<file path="config.mk">
export PLATFORM = sky130hd
export DESIGN_NAME = regfile_writeback_queue
export DESIGN_NICKNAME = d
export VERILOG_FILES = /design/src/rtl/regfile_writeback_queue.sv
export SDC_FILE = /design/constraint.sdc
export NUM_CORES = 1
export LEC_CHECK = 0
export CORE_MARGIN = 4
export CORE_UTILIZATION = 38
export CTS_BUF_LIST = sky130_fd_sc_hd__clkbuf_8
export CTS_CLUSTER_DIAMETER = 40
export DETAILED_ROUTE_END_ITERATION = 8
export GPL_TIMING_DRIVEN = 0
export PLACE_DENSITY_LB_ADDON = 0.1
export SETUP_SLACK_MARGIN = 0.3
export SLEW_MARGIN = 20
export SYNTH_ARGS = -nofsm -noshare
export SYNTH_HDL_FRONTEND = slang
export SYNTH_SLANG_ARGS = --single-unit
</file>
<file path="constraint.sdc">
create_clock -name clk -period 12.6 [get_ports clk]
set_input_delay 1.26 -clock clk [delete_from_list [all_inputs] [get_ports clk]]
set_output_delay 1.26 -clock clk [all_outputs]
set_load 0.02 [all_outputs]
</file>
<file path="src/rtl/regfile_writeback_queue.sv">
// Write-back queue for the 32x32 register file. Buffers completed results in order,
// drains one per cycle onto the write port, and forwards pending values to decode.
module regfile_writeback_queue #(
   parameter int unsigned DEPTH = 4,
   parameter int unsigned PTR_W = 2,
   localparam int unsigned REG_W   = 5,
   localparam int unsigned DATA_W  = 32,
   localparam int unsigned COUNT_W = PTR_W + 1
) (
   input  logic               clk,
   input  logic               rst_n,
   input  logic               in_valid,
   output logic               in_ready,
   input  logic [REG_W-1:0]   in_reg,
   input  logic [DATA_W-1:0]  in_data,
   input  logic               drain_en,
   input  logic               flush,
   output logic               EnableWrite,
   output logic [REG_W-1:0]   write_reg,
   output logic [DATA_W-1:0]  write_data,
   input  logic [REG_W-1:0]   fwd_reg1,
   input  logic [REG_W-1:0]   fwd_reg2,
   output logic               fwd_hit1,
   output logic               fwd_hit2,
   output logic [DATA_W-1:0]  fwd_data1,
   output logic [DATA_W-1:0]  fwd_data2,
   output logic [COUNT_W-1:0] count
);

   typedef struct packed {
      logic [REG_W-1:0]  rd;
      logic [DATA_W-1:0] data;
   } entry_t;

   entry_t              r_mem [DEPTH];
   logic [DEPTH-1:0]    r_valid;
   logic [PTR_W-1:0]    r_head;
   logic [PTR_W-1:0]    r_tail;
   logic [COUNT_W-1:0]  r_count;
   logic                r_en;
   logic [REG_W-1:0]    r_wreg;
   logic [DATA_W-1:0]   r_wdata;

   logic                w_ready;
   logic                w_push;
   logic                w_pop;
   logic [REG_W-1:0]    w_freg  [2];
   logic [1:0]          w_hit;
   logic [DATA_W-1:0]   w_fdata [2];

   assign w_ready = (r_count != COUNT_W'(DEPTH));
   assign w_push  = in_valid & w_ready & ~flush;
   assign w_pop   = (r_count != '0) & drain_en & ~flush;

   // Payload storage; validity is tracked separately so this needs no reset.
   always_ff @(posedge clk) begin
      if (w_push) begin
         r_mem[r_tail] <= '{rd: in_reg, data: in_data};
      end
   end

   // Queue control and registered write port.
   always_ff @(posedge clk or negedge rst_n) begin
      if (!rst_n) begin
         r_valid <= '0;
         r_head  <= '0;
         r_tail  <= '0;
         r_count <= '0;
         r_en    <= 1'b0;
         r_wreg  <= '0;
         r_wdata <= '0;
      end else if (flush) begin
         r_valid <= '0;
         r_head  <= '0;
         r_tail  <= '0;
         r_count <= '0;
         r_en    <= 1'b0;
      end else begin
         r_en <= w_pop;
         if (w_push) begin
            r_valid[r_tail] <= 1'b1;
            r_tail          <= r_tail + PTR_W'(1);
         end
         if (w_pop) begin
            r_valid[r_head] <= 1'b0;
            r_wreg          <= r_mem[r_head].rd;
            r_wdata         <= r_mem[r_head].data;
            r_head          <= r_head + PTR_W'(1);
         end
         unique case ({w_push, w_pop})
            2'b10:   r_count <= r_count + COUNT_W'(1);
            2'b01:   r_count <= r_count - COUNT_W'(1);
            default: r_count <= r_count;
         endcase
      end
   end

   assign w_freg[0] = fwd_reg1;
   assign w_freg[1] = fwd_reg2;

   // Walk oldest to newest after the output stage so the youngest match wins.
   always_comb begin
      logic [PTR_W-1:0] v_idx;
      v_idx = '0;
      for (int p = 0; p < 2; p++) begin
         w_hit[p]   = 1'b0;
         w_fdata[p] = '0;
         if (r_en && (r_wreg == w_freg[p])) begin
            w_hit[p]   = 1'b1;
            w_fdata[p] = r_wdata;
         end
         for (int k = 0; k < DEPTH; k++) begin
            v_idx = r_head + PTR_W'(k);
            if (r_valid[v_idx] && (r_mem[v_idx].rd == w_freg[p])) begin
               w_hit[p]   = 1'b1;
               w_fdata[p] = r_mem[v_idx].data;
            end
         end
      end
   end

   assign in_ready    = w_ready;
   assign EnableWrite = r_en;
   assign write_reg   = r_wreg;
   assign write_data  = r_wdata;
   assign count       = r_count;
   assign fwd_hit1    = w_hit[0];
   assign fwd_hit2    = w_hit[1];
   assign fwd_data1   = w_fdata[0];
   assign fwd_data2   = w_fdata[1];

endmodule

</file>
==> flow_summary.toml <==
[synthesis]
yosysWarnings = 0
yosys.area_share.simple_pct = 5.43
yosys-mux-area-fraction_pct = 28.8
synth_ff_type = "edfxtp_1"
syn_inst = 996
syn_area_per_cell_um2 = 13.3
yosys-top-cells-area = "edfxtp_1 (34%), mux4_2 (20%), dfrtp_1 (9.3%), mux2_2 (5.9%), a221oi_1 (4.2%)"
synth_adder_area_share_pct = 0.909
synth_edf_count = 148
synth_compound_area_share_pct = 14.2
ys_seq_area_share_pct = 42.9
ys_types = 38
synth_area_leader_cell = "edfxtp_1"
synth_xor_area_share_pct = 3.65
synth_top_cell_area_share_pct = 33.6
netlist_area_um2 = 13200
ys_ff_latch = 197
synth_top_family_by_area = "multiplexers"
synthArstFlopShare_pct = 24.9
synth_nets = 1057

[final_layout]
nFillCells = 3174
largest_reg_flops = 148
finish.utilization_pct = 45.9
num_antenna_cells = 0
fin_nets = 1230
final_area_um2 = 15800
synthToLayoutAreaGrowth_pct = 19.5
drive_gt1_share_pct = 23.8
multi_input_area_um2 = 7010
regArea_um2 = 5670

[critical_path]
startpoint_type = "flip-flop"
cp.required_ns = 11.34
worst_ep_arrival_time_ns = 6.85
slowest_stage = "clkdlybuf4s50_1"
worstPathMaxFanout = 10
cp_top_family = "buffers and inverters"
slowest_delay_ns = 0.68
end_kind = "output pin"
critical_path.cell_chain = "buf_2 > buf_2 > buf_1 > buf_2 > inv_1 > ha_1 > buf_2 > buf_2 > mux4_2 > xor2_1 > nor4_1 > and2_1 > buf_2 > buf_2 > a221oi_1 > o221ai_1 > clkdlybuf4s50_1"
worst-path-buf-inv = 10
crit_path_frequent_cell = "buf_2"
critPathKind = "reg -> out"

[grt]
grt-ovfl-total = 0
grt_max_degree = 36
antenna_found_initial = 0
grt_pass1_vias = 10781
grt_pass1_wl_mm = 71.8
grtUsageTotal_pct = 25.1

[placed_design]
place_area_um2 = 15400
io_buffers = 149
post-dp-hpwl_mm = 33.2
gp_congestion = 0.862
post-place-ws_ns = 5.18

[pwr]
p_leak_uw = 0.00496
vdd_drop_max_uv = 99.1
powerDensity_nw_per_um2 = 162

[timing]
worst_slew_pin_slew_ns = 1.01
report.final.slew_viol_count = 0
finalSetupTns_ns = 0
period_share_pct = 64.4
fin_crit_ns = 8.11
finalHoldViolations = 0
grt_setup_unrepaired = "no"
timing.final.ws_setup_ns = 4.49
max_freq_mhz = 123
fin_skew_ns = 0.0121
setup_viol = 0
max-slew-margin-rel_pct = 33.0

[clocking]
postCtsSetupBuffers = 0
cts.path.max_buffers = 2
cts.clk_slew.worst_paths_ns = 0.12
cts.sinks = 197
cts_made_buffers = 17
clock_latency_ns = 0.52
cts_tree = "yes"
ctsHoldBuffers = 0
cts.repair.resized = 0
cts_root_buf = "clkbuf_8"
htree_num_levels = 4

[detailed_routing]
drc_errors = 0
routedWlPerCell_um = 29.3
maxUsedRoutingLayer = "met4"
first_pass_iters = 5
met2_length_mm = 22.3
drtIter0Drc = 1127
vias = 10677
wl_mm = 47.9
viasPerCell = 6.52
wl_met3_mm = 3.71
antenna_left = 0
m1WireLength_mm = 20.8

[floorplanning]
die_w_um = 194
fp.coreArea_um2 = 34400
ios = 160
row_count = 68
initial_core_util_pct = 38.4
die_h_um = 194
die-area_um2 = 37800

[run_status]
status = "complete, no violations"

[hold_path]
min_path_type = "reg -> reg"

[flow_run]
max_cap_viol_count = 0
## final timing paths
path / from / to / slack (ns) / depth (start not counted)
setup / recovery: r_head[1]$_DFFE_PN0P_ / fwd_data2[22] / 4.49 / 17
hold / removal: r_valid[1]$_DFF_PN0_ / r_valid[1]$_DFF_PN0_ / 0.58 / 1
setup reg to reg: r_head[1]$_DFFE_PN0P_ / r_head[1]$_DFFE_PN0P_ / 7.52 / 13
hold reg to reg: r_valid[1]$_DFF_PN0_ / r_valid[1]$_DFF_PN0_ / 0.58 / 1
max in group asynchronous: rst_n / write_data[15]$_DFFE_PN0P_ / 11.43 / 2
min in group asynchronous: rst_n / write_data[26]$_DFFE_PN0P_ / 0.65 / 1
## where the power goes
group	leakage (uW)	total, uW	switching, uW	internal [uW]
clock network	0.000195	438	257	181
registers	0.00195	916	118	798
logic	0.00282	1200	631	566
## layout by cell type (no fill, tap or decap), types with 7 or more instances in the layout
| cell type | n |
|---|---|
| a21oi_1 | 8 |
| a221oi_1 | 64 |
| and2_1 | 7 |
| buf_1 | 12 |
| buf_2 | 31 |
| buf_6 | 9 |
| clkbuf_1 | 59 |
| clkbuf_8 | 17 |
| clkdlybuf4s50_1 | 148 |
| dfrtp_1 | 49 |
| edfxtp_1 | 148 |
| ha_1 | 8 |
| mux2_2 | 69 |
| mux2i_1 | 32 |
| mux4_2 | 120 |
| nand2_1 | 107 |
| nor2_1 | 10 |
| o211ai_1 | 64 |
| o21ai_0 | 34 |
| o221ai_1 | 64 |
| xnor2_1 | 23 |
| xor2_1 | 32 |
## logic make-up after synthesis
family                     count (synthesis)
buffers and inverters                    116
adders and majority gates                  9
xor gates and xnor gates                  55
and+or+nand+nor                          155
muxes                                    221
DFF                                      197
AOI/OAI and AO/OA                        243
## worst reg2reg max path, cell delays in order, from the launching register on
cell and delay, ns:
dfrtp_1 0.45, buf_2 0.31, buf_2 0.35, buf_1 0.65, buf_2 0.51, inv_1 0.12
ha_1 0.29, buf_2 0.20, buf_2 0.34, buf_2 0.42, buf_2 0.41, clkbuf_1 0.70
nand2_1 0.12, a21oi_1 0.16
## metal layers
layer | vias to the layer above | track usage, %
li1 | 4475 | -
met1 | 5539 | 36.4
met3 | 78 | 4.73
met4 | 0 | 7.16
met2 | 585 | 38.7
met5 | - | 0
## area by class of cell
cell class / count / area share (%)
multi-input combinational: 683 / 44.4
sequential: 197 / 35.9
timing repair buffer: 154 / 10.1
tap: 455 / 3.61
buffer: 112 / 3.34
clock buffer: 17 / 1.48
clock inverter: 15 / 1.07
inverter: 4 / 0.0951
## synth_stat cells (3+ instances only)
master	number
a21oi_1	8
a221oi_1	64
a31oi_1	3
and2_1	11
buf_1	13
buf_2	31
buf_6	9
clkbuf_1	59
dfrtp_1	49
edfxtp_1	148
ha_1	8
inv_1	4
mux2_2	69
mux2i_1	32
mux4_2	120
nand2_1	107
nand3_1	3
nand4_1	5
nor2_1	10
nor4_1	5
nor4_2	3
o211ai_1	64
o21a_1	4
o21ai_0	34
o221ai_1	64
xnor2_1	23
xor2_1	32
## per-stage QoR
step	total power, uW	instances	hold slack, ns
2_1_floorplan	1690	996	0.509
3_3_place_gp	2110	1600	0.549
3_5_place_dp	2120	1605	0.551
4_1_cts	2560	1637	0.580
5_1_grt	2690	1637	0.596
6_report	2550	1637	0.581
No activity file was read; power rests on OpenSTA's default activity.
